### src/rtl/dsp_boot_loader.sv
// rtl/dsp_boot_loader.sv - byte-stream loader for dsp instruction/data memories
// Holds the core in reset until a 'G' command; 'I'/'D' frames fill memory from address 0.
module dsp_boot_loader #(
  parameter int WORD_W  = 16,
  parameter int IADDR_W = 10,
  parameter int DADDR_W = 8
) (
  input  logic               clk,
  input  logic               reset,
  input  logic               in_valid,
  input  logic [7:0]         in_data,
  output logic               in_ready,
  output logic               imem_we,
  output logic [IADDR_W-1:0] imem_addr,
  output logic [WORD_W-1:0]  imem_wdata,
  output logic               dmem_we,
  output logic [DADDR_W-1:0] dmem_addr,
  output logic [WORD_W-1:0]  dmem_wdata,
  output logic               cpu_reset,
  output logic               done,
  output logic               error
);

  localparam int AW = (IADDR_W > DADDR_W) ? IADDR_W : DADDR_W;
  localparam int CW = AW + 1;
  localparam logic [16:0] I_LIMIT = 17'(2**IADDR_W);
  localparam logic [16:0] D_LIMIT = 17'(2**DADDR_W);

  localparam logic [7:0] CMD_I = 8'h49;
  localparam logic [7:0] CMD_D = 8'h44;
  localparam logic [7:0] CMD_G = 8'h47;

  typedef enum logic [2:0] {
    S_IDLE,
    S_CNT_HI,
    S_CNT_LO,
    S_DAT_HI,
    S_DAT_LO,
    S_RUN,
    S_ERR
  } state_t;

  state_t       r_state;
  state_t       w_state_next;

  logic         r_sel_d;
  logic [7:0]   r_cnt_hi;
  logic [7:0]   r_hi;
  logic [CW-1:0] r_n;
  logic [AW-1:0] r_idx;

  logic         r_pend;
  logic         r_pend_d;
  logic [AW-1:0] r_pend_idx;
  logic [15:0]  r_pend_word;

  logic         w_accept;
  logic         w_wr;
  logic         w_last;
  logic [15:0]  w_count;
  logic [16:0]  w_limit;

  assign in_ready = (r_state != S_RUN) && (r_state != S_ERR);
  assign w_accept = in_valid & in_ready;
  assign w_count  = {r_cnt_hi, in_data};
  assign w_limit  = r_sel_d ? D_LIMIT : I_LIMIT;
  assign w_last   = (({1'b0, r_idx} + CW'(1)) == r_n);

  always_ff @(posedge clk or posedge reset) begin
    if (reset) begin
      r_state <= S_IDLE;
    end else begin
      r_state <= w_state_next;
    end
  end

  always_comb begin
    w_state_next = r_state;
    w_wr         = 1'b0;
    if (w_accept) begin
      case (r_state)
        S_IDLE: begin
          if (in_data == CMD_I || in_data == CMD_D) begin
            w_state_next = S_CNT_HI;
          end else if (in_data == CMD_G) begin
            w_state_next = S_RUN;
          end else begin
            w_state_next = S_ERR;
          end
        end
        S_CNT_HI: w_state_next = S_CNT_LO;
        S_CNT_LO: begin
          if (w_count == 16'd0 || {1'b0, w_count} > w_limit) begin
            w_state_next = S_ERR;
          end else begin
            w_state_next = S_DAT_HI;
          end
        end
        S_DAT_HI: w_state_next = S_DAT_LO;
        S_DAT_LO: begin
          w_wr         = 1'b1;
          w_state_next = w_last ? S_IDLE : S_DAT_HI;
        end
        default: ;
      endcase
    end
  end

  // Frame bookkeeping; the word is staged one cycle before the write strobe.
  always_ff @(posedge clk or posedge reset) begin
    if (reset) begin
      r_sel_d     <= 1'b0;
      r_cnt_hi    <= 8'd0;
      r_hi        <= 8'd0;
      r_n         <= '0;
      r_idx       <= '0;
      r_pend      <= 1'b0;
      r_pend_d    <= 1'b0;
      r_pend_idx  <= '0;
      r_pend_word <= 16'd0;
    end else begin
      r_pend <= w_wr;
      if (w_wr) begin
        r_pend_d    <= r_sel_d;
        r_pend_idx  <= r_idx;
        r_pend_word <= {r_hi, in_data};
      end
      if (w_accept) begin
        case (r_state)
          S_IDLE: begin
            r_sel_d <= (in_data == CMD_D);
            r_idx   <= '0;
          end
          S_CNT_HI: r_cnt_hi <= in_data;
          S_CNT_LO: r_n      <= CW'(w_count);
          S_DAT_HI: r_hi     <= in_data;
          S_DAT_LO: r_idx    <= r_idx + AW'(1);
          default: ;
        endcase
      end
    end
  end

  always_ff @(posedge clk or posedge reset) begin
    if (reset) begin
      imem_we    <= 1'b0;
      imem_addr  <= '0;
      imem_wdata <= '0;
      dmem_we    <= 1'b0;
      dmem_addr  <= '0;
      dmem_wdata <= '0;
      cpu_reset  <= 1'b1;
      done       <= 1'b0;
      error      <= 1'b0;
    end else begin
      imem_we <= r_pend & ~r_pend_d;
      dmem_we <= r_pend & r_pend_d;
      if (r_pend && !r_pend_d) begin
        imem_addr  <= r_pend_idx[IADDR_W-1:0];
        imem_wdata <= WORD_W'(r_pend_word);
      end
      if (r_pend && r_pend_d) begin
        dmem_addr  <= r_pend_idx[DADDR_W-1:0];
        dmem_wdata <= WORD_W'(r_pend_word);
      end
      cpu_reset <= (r_state != S_RUN);
      done      <= (r_state == S_RUN);
      error     <= (r_state == S_ERR);
    end
  end

endmodule
### config.mk
export PLATFORM = sky130hd
export DESIGN_NAME = dsp_boot_loader
export DESIGN_NICKNAME = d
export VERILOG_FILES = /design/src/rtl/dsp_boot_loader.sv
export SDC_FILE = /design/constraint.sdc
export NUM_CORES = 1
export LEC_CHECK = 0
export ABC_AREA = 1
export CORE_ASPECT_RATIO = 0.75
export CORE_MARGIN = 10
export CORE_UTILIZATION = 50
export CTS_CLUSTER_SIZE = 8
export DETAILED_ROUTE_END_ITERATION = 8
export PLACE_DENSITY = 0.85
export SLEW_MARGIN = 20
export SYNTH_ARGS = -nofsm -noshare
export SYNTH_HDL_FRONTEND = slang
export SYNTH_SLANG_ARGS = --single-unit
### constraint.sdc
create_clock -name clk -period 4.6 [get_ports clk]
set_input_delay 0.92 -clock clk [delete_from_list [all_inputs] [get_ports clk]]
set_output_delay 0.92 -clock clk [all_outputs]
set_load 0.005 [all_outputs]
Word-level counts from Yosys, hierarchy flattened

Index checks and enable logic that the tools add are counted.

Bits in registers: 124
Bits of input ports: 11
Output and inout bits: 56
Word-level logic and storage cells: 63

$add $sub $neg: 2
Magnitude comparators: 1
Equality and inequality tests: 12
Multiplexer cells: 9
Bitwise operators: 4
Reduce and logical (&&, ||, !) cells: 16

Operator list:

| cell                  | number |
|---|---|
| $eq 8x7->1 const B    | 3 |
| $pmux 10 s2           | 1 |
| $gt 16x11->1          | 1 |
| $logic_not 16->1      | 1 |
| $pmux 3 s5            | 1 |
| $reduce_and 2->1      | 6 |
| $add 10x1->11 const B | 1 |
| $eq 11x11->1          | 1 |
| $mux 11               | 1 |
| $add 10x1->10 const B | 1 |
| $eq 3x3->1 const B    | 3 |
| $eq 3x2->1 const B    | 2 |
| $mux 3                | 2 |
| $ne 3x3->1 const B    | 2 |
| $reduce_bool 5->1     | 1 |
| $mux 2                | 2 |
| $and 1x1->1           | 3 |
| $eq 3x1->1 const B    | 1 |
| $logic_and 1x1->1     | 3 |
| $logic_not 3->1       | 1 |
| $logic_or 1x1->1      | 2 |
| $mux 1                | 2 |
| $reduce_bool 2->1     | 1 |
| $logic_not 1->1       | 1 |
| $not 1->1             | 1 |

Logic depth before layout (Yosys ltp)

Depth in word-level cells: 5
Mapped depth: 14
Mapped depth without buffers: 14

Least setup slack after synthesis

OpenSTA, ideal clock, no wires.

Kind: in2reg
Start: input port in_data[2]
End: register r_state[1]
Setup time: 116 ps
Data arrival time: 1700 ps
Data required time: 4484 ps
Path slack: 2783 ps
Stages: 9
Path buffers: 0
Cell sequence: inv_1 -> nand4_1 -> or2_2 -> nand3_1 -> nand2_1 -> nand2_1 -> inv_1 -> nand2_1 -> nand2_1

Longest elaborated chain between the ends: 4
Elaborated cells between the ends (all ways): 7
Classes of those cells: 3 x eq/ne; 3 x mux; 1 x reduce/logical

Ends and longest elaborated chain:

| what                                       | line   | source |
|---|---|---|
| start, declared                            | 11     | `input logic [7:0] in_data,` |
| $eq 8x7->1 (on tied branches)              | 85, 83 |  |
| $mux 2 or $logic_or 1x1->1 (tied branches) | 85, 83 |  |
| $mux 3 (*)                                 | 83     | `if (in_data == CMD_I \|\| in_data == CMD_D) begin` |
| $pmux 3 s5 (*)                             | 81     | `case (r_state)` |
| end signal, assigned                       | 73     | `r_state <= w_state_next;` |
| end, declared                              | 43     | `state_t r_state;` |

Every way passes the cells marked *; elsewhere a longest branch is shown, timed or not.
A chain may end at the register's enable or synchronous reset.

Final worst setup path

Start: register r_state[2]
End: output port in_ready

Longest elaborated chain between the ends: 2
Elaborated cells between the ends (all ways): 3
Classes of those cells: 2 x eq/ne; 1 x reduce/logical

Ends and longest elaborated chain:

| what                  | line | source |
|---|---|---|
| $ne 3x3->1            | 63   | `assign in_ready = (r_state != S_RUN) && (r_state != S_ERR);` |
| $logic_and 1x1->1 (*) | 63   |  |
| end, declared         | 12   | `output logic in_ready,` |

Marked as above.

==> impl_metrics.env <==
export IMPL_cp_buffers_inverters=2
export IMPL_areaGrowthSynthToFinish_pct=25.5
export IMPL_path_delay_family="buffers and inverters"
export IMPL_rows=32
export IMPL_cts_setup_buffers=0
export IMPL_fin_skew_ns=0.00612
export IMPL_cts_tree="done"
export IMPL_cts_path_max_buffers=2
export IMPL_total_power_w=0.00413
export IMPL_yosysUniqueCellTypes=27
export IMPL_p_sw_w=0.00136
export IMPL_fill_cells=836
export IMPL_pwr_share_comb=0.282
export IMPL_die_y_um=108
export IMPL_antenna_found_initial=0
export IMPL_min_period_over_period=0.559
export IMPL_maxCapViolCount=0
export IMPL_grt_pass1_vias=4357
export IMPL_mappedNetlistNets=605
export IMPL_antennaDiodeCount=0
export IMPL_synth_area_leaders="dfrtp_1, nand2_1, o21ai_0"
export IMPL_grt_overflow=0
export IMPL_dieArea_um2=14900
export IMPL_synth_cells=591
export IMPL_worstPathRequired_ns=3.68
export IMPL_coreArea_um2=10200
export IMPL_max_slew_margin_rel=0.410
export IMPL_path_clk_slew_ns=0.05
export IMPL_max_freq_ghz=0.389
export IMPL_hold_buffers=0
export IMPL_port_buffers=66
export IMPL_regArea_um2=3100
export IMPL_setup_viol=0
export IMPL_wire_per_inst_um=15.7
export IMPL_yosysSeqAreaShare=0.598
export IMPL_dr_pass1_iters=5
export IMPL_antenna_left=0
export IMPL_hpwl_um=8640
export IMPL_clkPwrFrac=0.307
export IMPL_crit_chain="inv_1, nor2_1, nand2_1, clkdlybuf4s50_1"
export IMPL_grt_pass1_wl_um=21200
export IMPL_cts_buffers=17
export IMPL_cts_sinks=124
export IMPL_p_per_area_nw_per_um2=634
export IMPL_period_needed_ns=2.57
export IMPL_rsz0062_at_grt="no"
export IMPL_vias=4348
export IMPL_slew_violations=0
export IMPL_multi_input_area_um2=1710
export IMPL_drtIter0Drc=498
export IMPL_io_pins=67
export IMPL_place_congestion=0.842
export IMPL_clk_latency_ns=0.41
export IMPL_hold_viol_final=0
export IMPL_crit_type="reg -> out"
export IMPL_die_w_um=138
export IMPL_worstPathMaxFanout=7
export IMPL_yosysWarnings=0
export IMPL_via_per_inst=5.39
export IMPL_arrival_ns=1.65
export IMPL_synth_area_um2=5190
export IMPL_grt_usage=0.180
export IMPL_yosys_register_bits=124
export IMPL_synth_top_area_cell="dfrtp_1"
export IMPL_cts_root_buf="clkbuf_16"
export IMPL_wirelength_um=12600
export IMPL_nets=672
export IMPL_status="complete, no violations"
export IMPL_grt_max_degree=74
export IMPL_drc=0
export IMPL_htreeDepth=4
export IMPL_synth_top_cell_area_share=0.593
export IMPL_slowest_delay_ns=0.50
export IMPL_setup_worst_path_end_class="primary output"
export IMPL_leakage_nw=3.05
export IMPL_seqPwrFrac=0.411
export IMPL_fin_setup_tns_ns=0
export IMPL_cp_start_kind="flop"
export IMPL_initial_core_util=0.509
export IMPL_worstMarginPinSlew_ns=0.886
export IMPL_syn_avg_cell_area_um2=8.79
export IMPL_min_path_type="reg -> reg"
export IMPL_p_int_w=0.00276
export IMPL_layout_drive_gt1_share=0.0687
export IMPL_cts_resized=0
export IMPL_swShare=0.330
export IMPL_ir_worst_vdd_uv=331
export IMPL_cp_slowest_cell="clkdlybuf4s50_1"
layout make-up:
| cell class | count | share of cell area |
|---|---|---|
| flip-flops and latches | 124 | 0.476 |
| clock buffers | 23 | 0.0718 |
| multi-input cells | 372 | 0.262 |
| well taps | 136 | 0.0261 |
| inverters | 72 | 0.0419 |
| repair buffers | 71 | 0.107 |
| clock inverters | 8 | 0.0142 |
power by group through the flow:
stage	logic, W	registers (W)	clock network (W)
2_1_floorplan	0.000711	0.00165	0
3_3_place_gp	0.00108	0.00169	0
3_5_place_dp	0.00115	0.00170	0
4_1_cts	0.00117	0.00169	0.00128
5_1_grt	0.00134	0.00174	0.00134
6_report	0.00116	0.00170	0.00127
cells in the mapped netlist:
| master | count |
|---|---|
| nand2_1 | 171 |
| dfrtp_1 | 123 |
| o21ai_0 | 108 |
| inv_1 | 69 |
| nand3_1 | 30 |
| nor2_1 | 23 |
| clkbuf_1 | 16 |
| nand4_1 | 10 |
| buf_2 | 5 |
| o22ai_1 | 5 |
| nand3b_1 | 4 |
| ha_1 | 3 |
| inv_2 | 3 |
| nor2_2 | 3 |
| a21oi_1 | 2 |
| buf_6 | 2 |
| nand2_2 | 2 |
| nor2_4 | 2 |
| nor3_1 | 2 |
| dfstp_2 | 1 |
| nand3_2 | 1 |
| nor4_1 | 1 |
| o2111ai_1 | 1 |
| o21bai_1 | 1 |
| or2_2 | 1 |
| xnor2_1 | 1 |
| xor2_1 | 1 |
kinds of logic after synthesis:
family | count (synthesis) | synth area share
AOI/OAI and AO/OA | 117 | 0.115
xor gates and xnor gates | 2 | 0.00337
adders and majority gates | 3 | 0.00723
buffers and inverters | 95 | 0.0728
DFF | 124 | 0.598
and+or+nand+nor | 250 | 0.204
registers in the layout (all words and copies together) (netlist names):
register / flops
dmem_addr: 8
imem_we: 1
dmem_wdata: 16
r_idx: 10
error: 1
imem_addr: 10
cpu_reset: 1
done: 1
r_hi: 8
r_pend: 1
r_cnt_hi: 8
r_pend_d: 1
imem_wdata: 16
r_pend_word: 16
r_sel_d: 1
r_n: 11
r_state: 3
r_pend_idx: 10
dmem_we: 1
path summary, 6_finish.rpt:
check	from	end	cells past startpoint	slack [ns]
setup / recovery	r_state[2]$_DFFE_PP0P_	in_ready	4	2.03
hold / removal	r_pend_idx[9]$_DFFE_PP0P_	imem_addr[9]$_DFFE_PP0P_	2	0.48
setup reg to reg	r_state[1]$_DFFE_PP0P_	r_pend_word[10]$_DFFE_PP0P_	8	2.59
hold reg to reg	r_pend_idx[9]$_DFFE_PP0P_	imem_addr[9]$_DFFE_PP0P_	2	0.48
max in group asynchronous	reset	cpu_reset$_DFF_PP1_	3	2.60
min in group asynchronous	reset	dmem_wdata[9]$_DFFE_PP0P_	2	1.04
per-stage QoR:
| step | worst slack (ns) | util | instances | hold slack [ns] | area [um2] |
|---|---|---|---|---|---|
| floorplan | 0.382 | - | 591 | 0.447 | 5190 |
| CTS | 2.03 | 0.638 | 806 | 0.484 | 6520 |
| detailed placement | 1.87 | 0.583 | 775 | 0.472 | 5960 |
| global route | 1.92 | 0.638 | 806 | 0.506 | 6520 |
| global placement | 2.00 | 0.583 | 775 | 0.466 | 5960 |
| finish | 2.03 | 0.638 | 806 | 0.481 | 6520 |
tightest hold or removal path, cell delays in order, from the launching register on:
cell and delay [ns]:
dfrtp_1 0.34, nand2_1 0.05, nand2_1 0.05
layer usage:
metal	up-vias	wire length (um)	global-route usage
met5	-	0	0
met4	0	225	0.0571
met3	31	1060	0.0723
met2	173	6200	0.293
met1	2114	5170	0.215
li1	2030	-	-
cells in the final DEF (no fill, tap or decap), drive strengths merged, types with 2 or more instances in the layout:
cell and n:
a21oi 2, buf 5, bufinv 2, clkbuf 23, clkdlybuf4s50 66, clkinv 5
dfrtp 123, ha 3, inv 72, nand2 173, nand3 31, nand3b 4
nand4 10, nor2 28, nor3 2, o21ai 108, o22ai 5
No activity file was read; power rests on OpenSTA's default activity.
